--- src/rtl/pebble_minimax_engine.sv ---
// Two-player pebble-sowing game engine with a computer opponent picking moves by exhaustive search.
// Define PEBBLE_LOOKAHEAD2_EN for two-ply minimax; otherwise moves are scored by one-ply lookahead.
module pebble_minimax_engine #(
    parameter int unsigned PITS        = 2,
    parameter int unsigned INIT_STONES = 2,
    localparam int unsigned TOTAL      = 2 * PITS * INIT_STONES,
    localparam int unsigned W          = $clog2(TOTAL + 1),
    localparam int unsigned IW         = $clog2(PITS)
) (
    input  logic                  clock,
    input  logic                  reset,
    input  logic                  move_valid,
    input  logic [IW-1:0]         move_pit,
    output logic                  move_ready,
    output logic [2*PITS*W-1:0]   board,
    output logic                  ai_busy,
    output logic                  ai_move_valid,
    output logic [IW-1:0]         ai_move_pit,
    output logic                  illegal_move,
    output logic                  game_over,
    output logic [1:0]            winner
);

    localparam int unsigned N  = 2 * PITS;
    localparam int unsigned KW = $clog2(N);

    typedef logic [N-1:0][W-1:0] board_t;
    typedef enum logic [2:0] {StIdle, StPlayer, StCheck, StSearch, StApply, StOver} state_e;

    localparam board_t InitBoard = {N{W'(INIT_STONES)}};

    // Closed-form sowing: full laps go everywhere, the remainder to the pits following k.
    function automatic board_t sow(input board_t b, input logic [KW-1:0] k);
        board_t      r;
        int unsigned s, q, m, d;
        s = 32'(b[k]);
        q = s / N;
        m = s % N;
        for (int unsigned j = 0; j < N; j++) begin
            d = (j + N - 32'(k) - 1) % N;
            if (KW'(j) == k) r[KW'(j)] = W'(q);
            else r[KW'(j)] = W'(32'(b[KW'(j)]) + q + ((d < m) ? 32'd1 : 32'd0));
        end
        return r;
    endfunction

    function automatic logic [W-1:0] comp_sum(input board_t b);
        int unsigned acc;
        acc = 0;
        for (int unsigned j = 0; j < PITS; j++) acc += 32'(b[KW'(j)]);
        return W'(acc);
    endfunction

    state_e          state_q, state_d;
    board_t          board_q, board_d;
    logic [1:0]      winner_q, winner_d;
    logic [IW-1:0]   ai_move_pit_q, ai_move_pit_d;
    logic            ai_move_valid_q, ai_move_valid_d;
    logic            illegal_q, illegal_d;
    logic            from_apply_q, from_apply_d;
    logic [IW-1:0]   si_q, si_d;
    logic [W-1:0]    best_q, best_d;
    logic [IW-1:0]   best_pit_q, best_pit_d;
    logic            best_valid_q, best_valid_d;

    board_t          b1;
    logic [W-1:0]    cs1, psum, score;
    logic            move_ok, last_j;
    logic [KW-1:0]   pidx;

`ifdef PEBBLE_LOOKAHEAD2_EN
    logic [IW-1:0]   sj_q, sj_d;
    logic [W-1:0]    min_q, min_d;
    board_t          b2;
    logic [W-1:0]    leaf, cur_min;
    logic            reply_ok;
`endif

    always_comb begin
        state_d         = state_q;
        board_d         = board_q;
        winner_d        = winner_q;
        ai_move_pit_d   = ai_move_pit_q;
        ai_move_valid_d = 1'b0;
        illegal_d       = illegal_q;
        from_apply_d    = from_apply_q;
        si_d            = si_q;
        best_d          = best_q;
        best_pit_d      = best_pit_q;
        best_valid_d    = best_valid_q;

        pidx    = KW'(PITS) + KW'(move_pit);
        psum    = comp_sum(board_q);
        b1      = sow(board_q, KW'(si_q));
        cs1     = comp_sum(b1);
        move_ok = (board_q[KW'(si_q)] != '0);

`ifdef PEBBLE_LOOKAHEAD2_EN
        sj_d     = sj_q;
        min_d    = min_q;
        b2       = sow(b1, KW'(PITS) + KW'(sj_q));
        reply_ok = (b1[KW'(PITS) + KW'(sj_q)] != '0);
        leaf     = comp_sum(b2);
        cur_min  = (sj_q == '0) ? W'(TOTAL) : min_q;
        if (reply_ok && (leaf < cur_min)) cur_min = leaf;
        // A move that ends the game is scored by its outcome, not by replies.
        if (cs1 == W'(TOTAL)) score = W'(TOTAL);
        else if (cs1 == '0)   score = '0;
        else                  score = cur_min;
        last_j = (sj_q == IW'(PITS - 1));
`else
        score  = cs1;
        last_j = 1'b1;
`endif

        unique case (state_q)
            StIdle: begin
                if (move_valid) begin
                    // Sowing an empty pit is a no-op, so the board may be written unconditionally.
                    board_d      = sow(board_q, pidx);
                    illegal_d    = (board_q[pidx] == '0);
                    from_apply_d = 1'b0;
                    state_d      = StPlayer;
                end
            end
            StPlayer: state_d = illegal_q ? StIdle : StCheck;
            StCheck: begin
                if (psum == '0) begin
                    winner_d = 2'b10;
                    state_d  = StOver;
                end else if (psum == W'(TOTAL)) begin
                    winner_d = 2'b01;
                    state_d  = StOver;
                end else if (from_apply_q) begin
                    state_d = StIdle;
                end else begin
                    si_d         = '0;
                    best_valid_d = 1'b0;
`ifdef PEBBLE_LOOKAHEAD2_EN
                    sj_d         = '0;
`endif
                    state_d      = StSearch;
                end
            end
            StSearch: begin
                if (last_j) begin
                    if (move_ok && (!best_valid_q || (score > best_q))) begin
                        best_d       = score;
                        best_pit_d   = si_q;
                        best_valid_d = 1'b1;
                    end
                    if (si_q == IW'(PITS - 1)) state_d = StApply;
                    else si_d = si_q + 1'b1;
`ifdef PEBBLE_LOOKAHEAD2_EN
                    sj_d = '0;
                end else begin
                    sj_d  = sj_q + 1'b1;
                    min_d = cur_min;
`endif
                end
            end
            StApply: begin
                board_d         = sow(board_q, KW'(best_pit_q));
                ai_move_pit_d   = best_pit_q;
                ai_move_valid_d = 1'b1;
                from_apply_d    = 1'b1;
                state_d         = StCheck;
            end
            StOver:  state_d = StOver;
            default: state_d = StIdle;
        endcase
    end

    always_ff @(posedge clock) begin
        if (!reset) begin
            state_q         <= StIdle;
            board_q         <= InitBoard;
            winner_q        <= 2'b00;
            ai_move_pit_q   <= '0;
            ai_move_valid_q <= 1'b0;
            illegal_q       <= 1'b0;
            from_apply_q    <= 1'b0;
            si_q            <= '0;
            best_q          <= '0;
            best_pit_q      <= '0;
            best_valid_q    <= 1'b0;
`ifdef PEBBLE_LOOKAHEAD2_EN
            sj_q            <= '0;
            min_q           <= '0;
`endif
        end else begin
            state_q         <= state_d;
            board_q         <= board_d;
            winner_q        <= winner_d;
            ai_move_pit_q   <= ai_move_pit_d;
            ai_move_valid_q <= ai_move_valid_d;
            illegal_q       <= illegal_d;
            from_apply_q    <= from_apply_d;
            si_q            <= si_d;
            best_q          <= best_d;
            best_pit_q      <= best_pit_d;
            best_valid_q    <= best_valid_d;
`ifdef PEBBLE_LOOKAHEAD2_EN
            sj_q            <= sj_d;
            min_q           <= min_d;
`endif
        end
    end

    assign board         = board_q;
    assign move_ready    = (state_q == StIdle);
    assign ai_busy       = (state_q == StSearch);
    assign ai_move_valid = ai_move_valid_q;
    assign ai_move_pit   = ai_move_pit_q;
    assign illegal_move  = (state_q == StPlayer) && illegal_q;
    assign game_over     = (state_q == StOver);
    assign winner        = winner_q;

endmodule

--- config.mk ---
export PLATFORM = sky130hd
export DESIGN_NAME = pebble_minimax_engine
export DESIGN_NICKNAME = d
export VERILOG_FILES = /design/src/rtl/pebble_minimax_engine.sv
export SDC_FILE = /design/constraint.sdc
export NUM_CORES = 1
export LEC_CHECK = 0
export ABC_AREA = 1
export CAP_MARGIN = 0
export CORE_MARGIN = 1.5
export CORE_UTILIZATION = 26
export CTS_CLUSTER_DIAMETER = 60
export DETAILED_ROUTE_END_ITERATION = 10
export PLACE_DENSITY = 0.45
export SYNTH_ARGS = -nofsm -noshare
export SYNTH_HDL_FRONTEND = slang
export SYNTH_SLANG_ARGS = --single-unit
export TNS_END_PERCENT = 5
--- constraint.sdc ---
create_clock -name clock -period 10.1 [get_ports clock]
set_input_delay 2.02 -clock clock [delete_from_list [all_inputs] [get_ports clock]]
set_output_delay 2.02 -clock clock [all_outputs]
set_load 0.02 [all_outputs]
==> flow_summary_export.csv <==
group,metric,value,unit
status,status,"completed",
place,dpl-instance-area,0.003460,mm2
timing,slew_viol_final,0,
cts,clockBufferDepth,2,
power,seq_power_share,21.4,%
die,pin_count,28,
cts,cts_inserted_buffers,5,
cts,postCtsResizedCells,0,
global_route,grt_pass1_vias,2802,
worst_hold_path,hold_path.class,"reg2reg",
critical_path,cp-end-kind,"register",
cts,clk-insertion-delay-late,280,ps
yosys,synth_top_area_share,20.75,%
timing,hold_violations,0,
layout,final_common_cell,"nand2_1",
place,gp_congestion,0.7976,
yosys,ys_top_cells_by_area,"dfxtp_1 21%, fa_1 14%, nand2_1 13%",
critical_path,critical_path_arrival,4440,ps
critical_path,reg2reg_slack,5840,ps
critical_path,crit_start,"move_pit",
global_route,grt_max_degree,23,
power,p_sw,0.0006449,W
power,combPwrFrac,65.9,%
cts,ctsHoldBuffers,0,
power,pwr-share-clk,12.7,%
power,power_switching_share,51.91,%
layout,layout-drive-gt1-share,6.452,%
route,routed_wirelength,8295,um
layout,fillerInstances,1293,
route,via_per_inst,4.650,
cts,clk_pin_slew_worst_paths,60,ps
route,postRouteAntennaNets,0,
timing,post-route-period-util,42.30,%
cts,h-tree-depth,2,
yosys,syn_avg_cell_area,6.955,um2
timing,finClkSkew,2.704,ps
cts,clock-sinks,32,
yosys,synthDistinctLibCells,39,
critical_path,rr_worst_depth,24,
critical_path,r2r_end,"best_pit_q$_SDFFE_PN0P_",
layout,nNetsFinal,509,
yosys,synth-seq-area-share,20.75,%
global_route,grt_first_pass_wirelength,14100,um
critical_path,crit_path_start_kind,"input port",
critical_path,critPathKind,"in2reg",
yosys,async_flop_share,0,%
timing,setup_viol,0,
critical_path,worstPathRequired,10260,ps
timing,fmax,0.2340,GHz
yosys,synth_top_area_cell,"dfxtp_1",
timing,setup_tns,0,ps
yosys,ys_ff_latch,32,
power,p_int,0.0005974,W
yosys,synth-edff-count,0,
cts,post_cts_buffers,0,
die,start_util,26.81,%
yosys,synth_warnings,0,
die,fp.dieH,112.0,um
global_route,antenna_found_initial,0,
timing,rsz0062_at_grt,"no",
layout,layout_common_cells,"109 x nand2_1, 65 x inv_1, 34 x o21ai_0",
cts,cts_tree,"done",
place,dp_hpwl,6174,um
place,numPortBuffers,27,
timing,fin_crit,4273,ps
die,die_w,112.0,um
flow_run,cap_violations,0,
route,drtIter0Drc,109,
power,pwr_density_cell,344.3,mW/mm2
power,ir_worst_vdd,0.00009908,V
timing,slew_headroom,63.92,%
die,coreArea,0.01152,mm2
timing,worstMarginPinSlew,540.5,ps
layout,area_growth,16.86,%
critical_path,r2r_start,"si_q$_SDFFE_PN0P_",
global_route,gr-total-overflow,0,
critical_path,crit_path_max_fanout,11,
critical_path,cp-endpoint,"board[5]$_SDFFE_PN1P_",
cts,root_buffer,"clkbuf_16",
yosys,ys_dominant_reg_cell,"dfxtp_1",
yosys,synthesis.nets,489,
yosys,syn_area,0.003088,mm2
yosys,synthCells,444,
route,drcViolationCount,0,
layout,antenna_cells,0,
global_route,grtUsageTotal,14.14,%
die,dieArea,0.01254,mm2
layout,fin_area,0.003608,mm2
worst_hold_path,hp-start,"ai_move_pit$_SDFFE_PN0P_",
power,p_leak,1.688,nW
route,firstDrtPassIters,4,
route,vias,2827,
die,rows,39,
route,detail_route.wl_per_cell,13.64,um
-- power by group through the flow --
stage               Sequential, W  Clock, W  Combinational, W
floorplan                0.000256         0          0.000601
global placement         0.000271         0          0.000812
detailed placement       0.000270         0          0.000826
CTS                      0.000268  0.000164          0.000834
global route             0.000279  0.000169          0.000965
finish                   0.000266  0.000158          0.000818
-- registers in the layout (all words and copies together), names as in the netlist, 2 cells and up --
name     flops
board       16
best_q       4
state_q      3
winner       2
-- worst min-delay path by stage --
stage / to / cells past startpoint
floorplan: best_valid_q$_SDFFE_PN0P_ / 2
global placement: best_valid_q$_SDFFE_PN0P_ / 2
detailed placement: best_valid_q$_SDFFE_PN0P_ / 2
CTS: best_valid_q$_SDFFE_PN0P_ / 2
global route: ai_move_pit$_SDFFE_PN0P_ / 2
finish: ai_move_pit$_SDFFE_PN0P_ / 2
-- cells in the mapped netlist (3+ instances only) --
| library cell | n |
|---|---|
| nand2_1 | 109 |
| inv_1 | 65 |
| o21ai_0 | 34 |
| nand3_1 | 33 |
| dfxtp_1 | 32 |
| a21oi_1 | 31 |
| nor2_1 | 31 |
| fa_1 | 22 |
| ha_1 | 19 |
| buf_2 | 10 |
| inv_2 | 4 |
| nand4_1 | 4 |
| nor3_1 | 4 |
| a31oi_1 | 3 |
| o211ai_1 | 3 |
| o211ai_2 | 3 |
| xnor2_1 | 3 |
| xor2_1 | 3 |
-- cell families after synthesis --
group | synth area share [%]
buf+inv | 11.87
fa+ha+maj | 21.96
simple gates | 28.81
compound gates | 14.91
flops | 20.75
xor+xnor | 1.702
-- layout make-up --
type,instances,area (um2),area share (%)
multi-input combinational,325,2081,57.66
clock inverter,2,10.01,0.2774
clock buffer,6,138.9,3.849
sequential,32,640.6,17.75
tap,143,178.9,4.958
inverter,71,274.0,7.594
timing repair buffer,29,285.3,7.906
-- critical path, cell delays in order --
cell and delay, ps:
clkdlybuf4s50_1 590, inv_2 220, nand2_1 100, nand2_1 120, inv_1 130, fa_1 400, inv_1 100, fa_1 410
inv_1 60, nor2_1 50, o21ai_2 150, o211ai_2 80
-- routing by layer --
metal  part of all wire (%)  routed length, um  global-route usage, %
met5                      0                  0                      0
met4                    1.7                139                  4.219
met3                    2.8                229                  2.722
met2                     49               4043                  24.94
met1                     47               3883                  17.53
-- through the flow --
step                      total power, W  std cells  setup WS [ps]  hold slack [ps]  util, %
after floorplan                0.0008568        444           6050            437.1        -
final                           0.001242        608           5827            473.2    31.33
after global placement          0.001084        600           5562            458.8    30.04
after CTS                       0.001265        608           5774            478.4    31.33
after detailed placement        0.001096        600           5534            464.3    30.04
after global routing            0.001413        608           5324            497.6    31.33
Note: power is estimated with default switching activity, not from simulation.
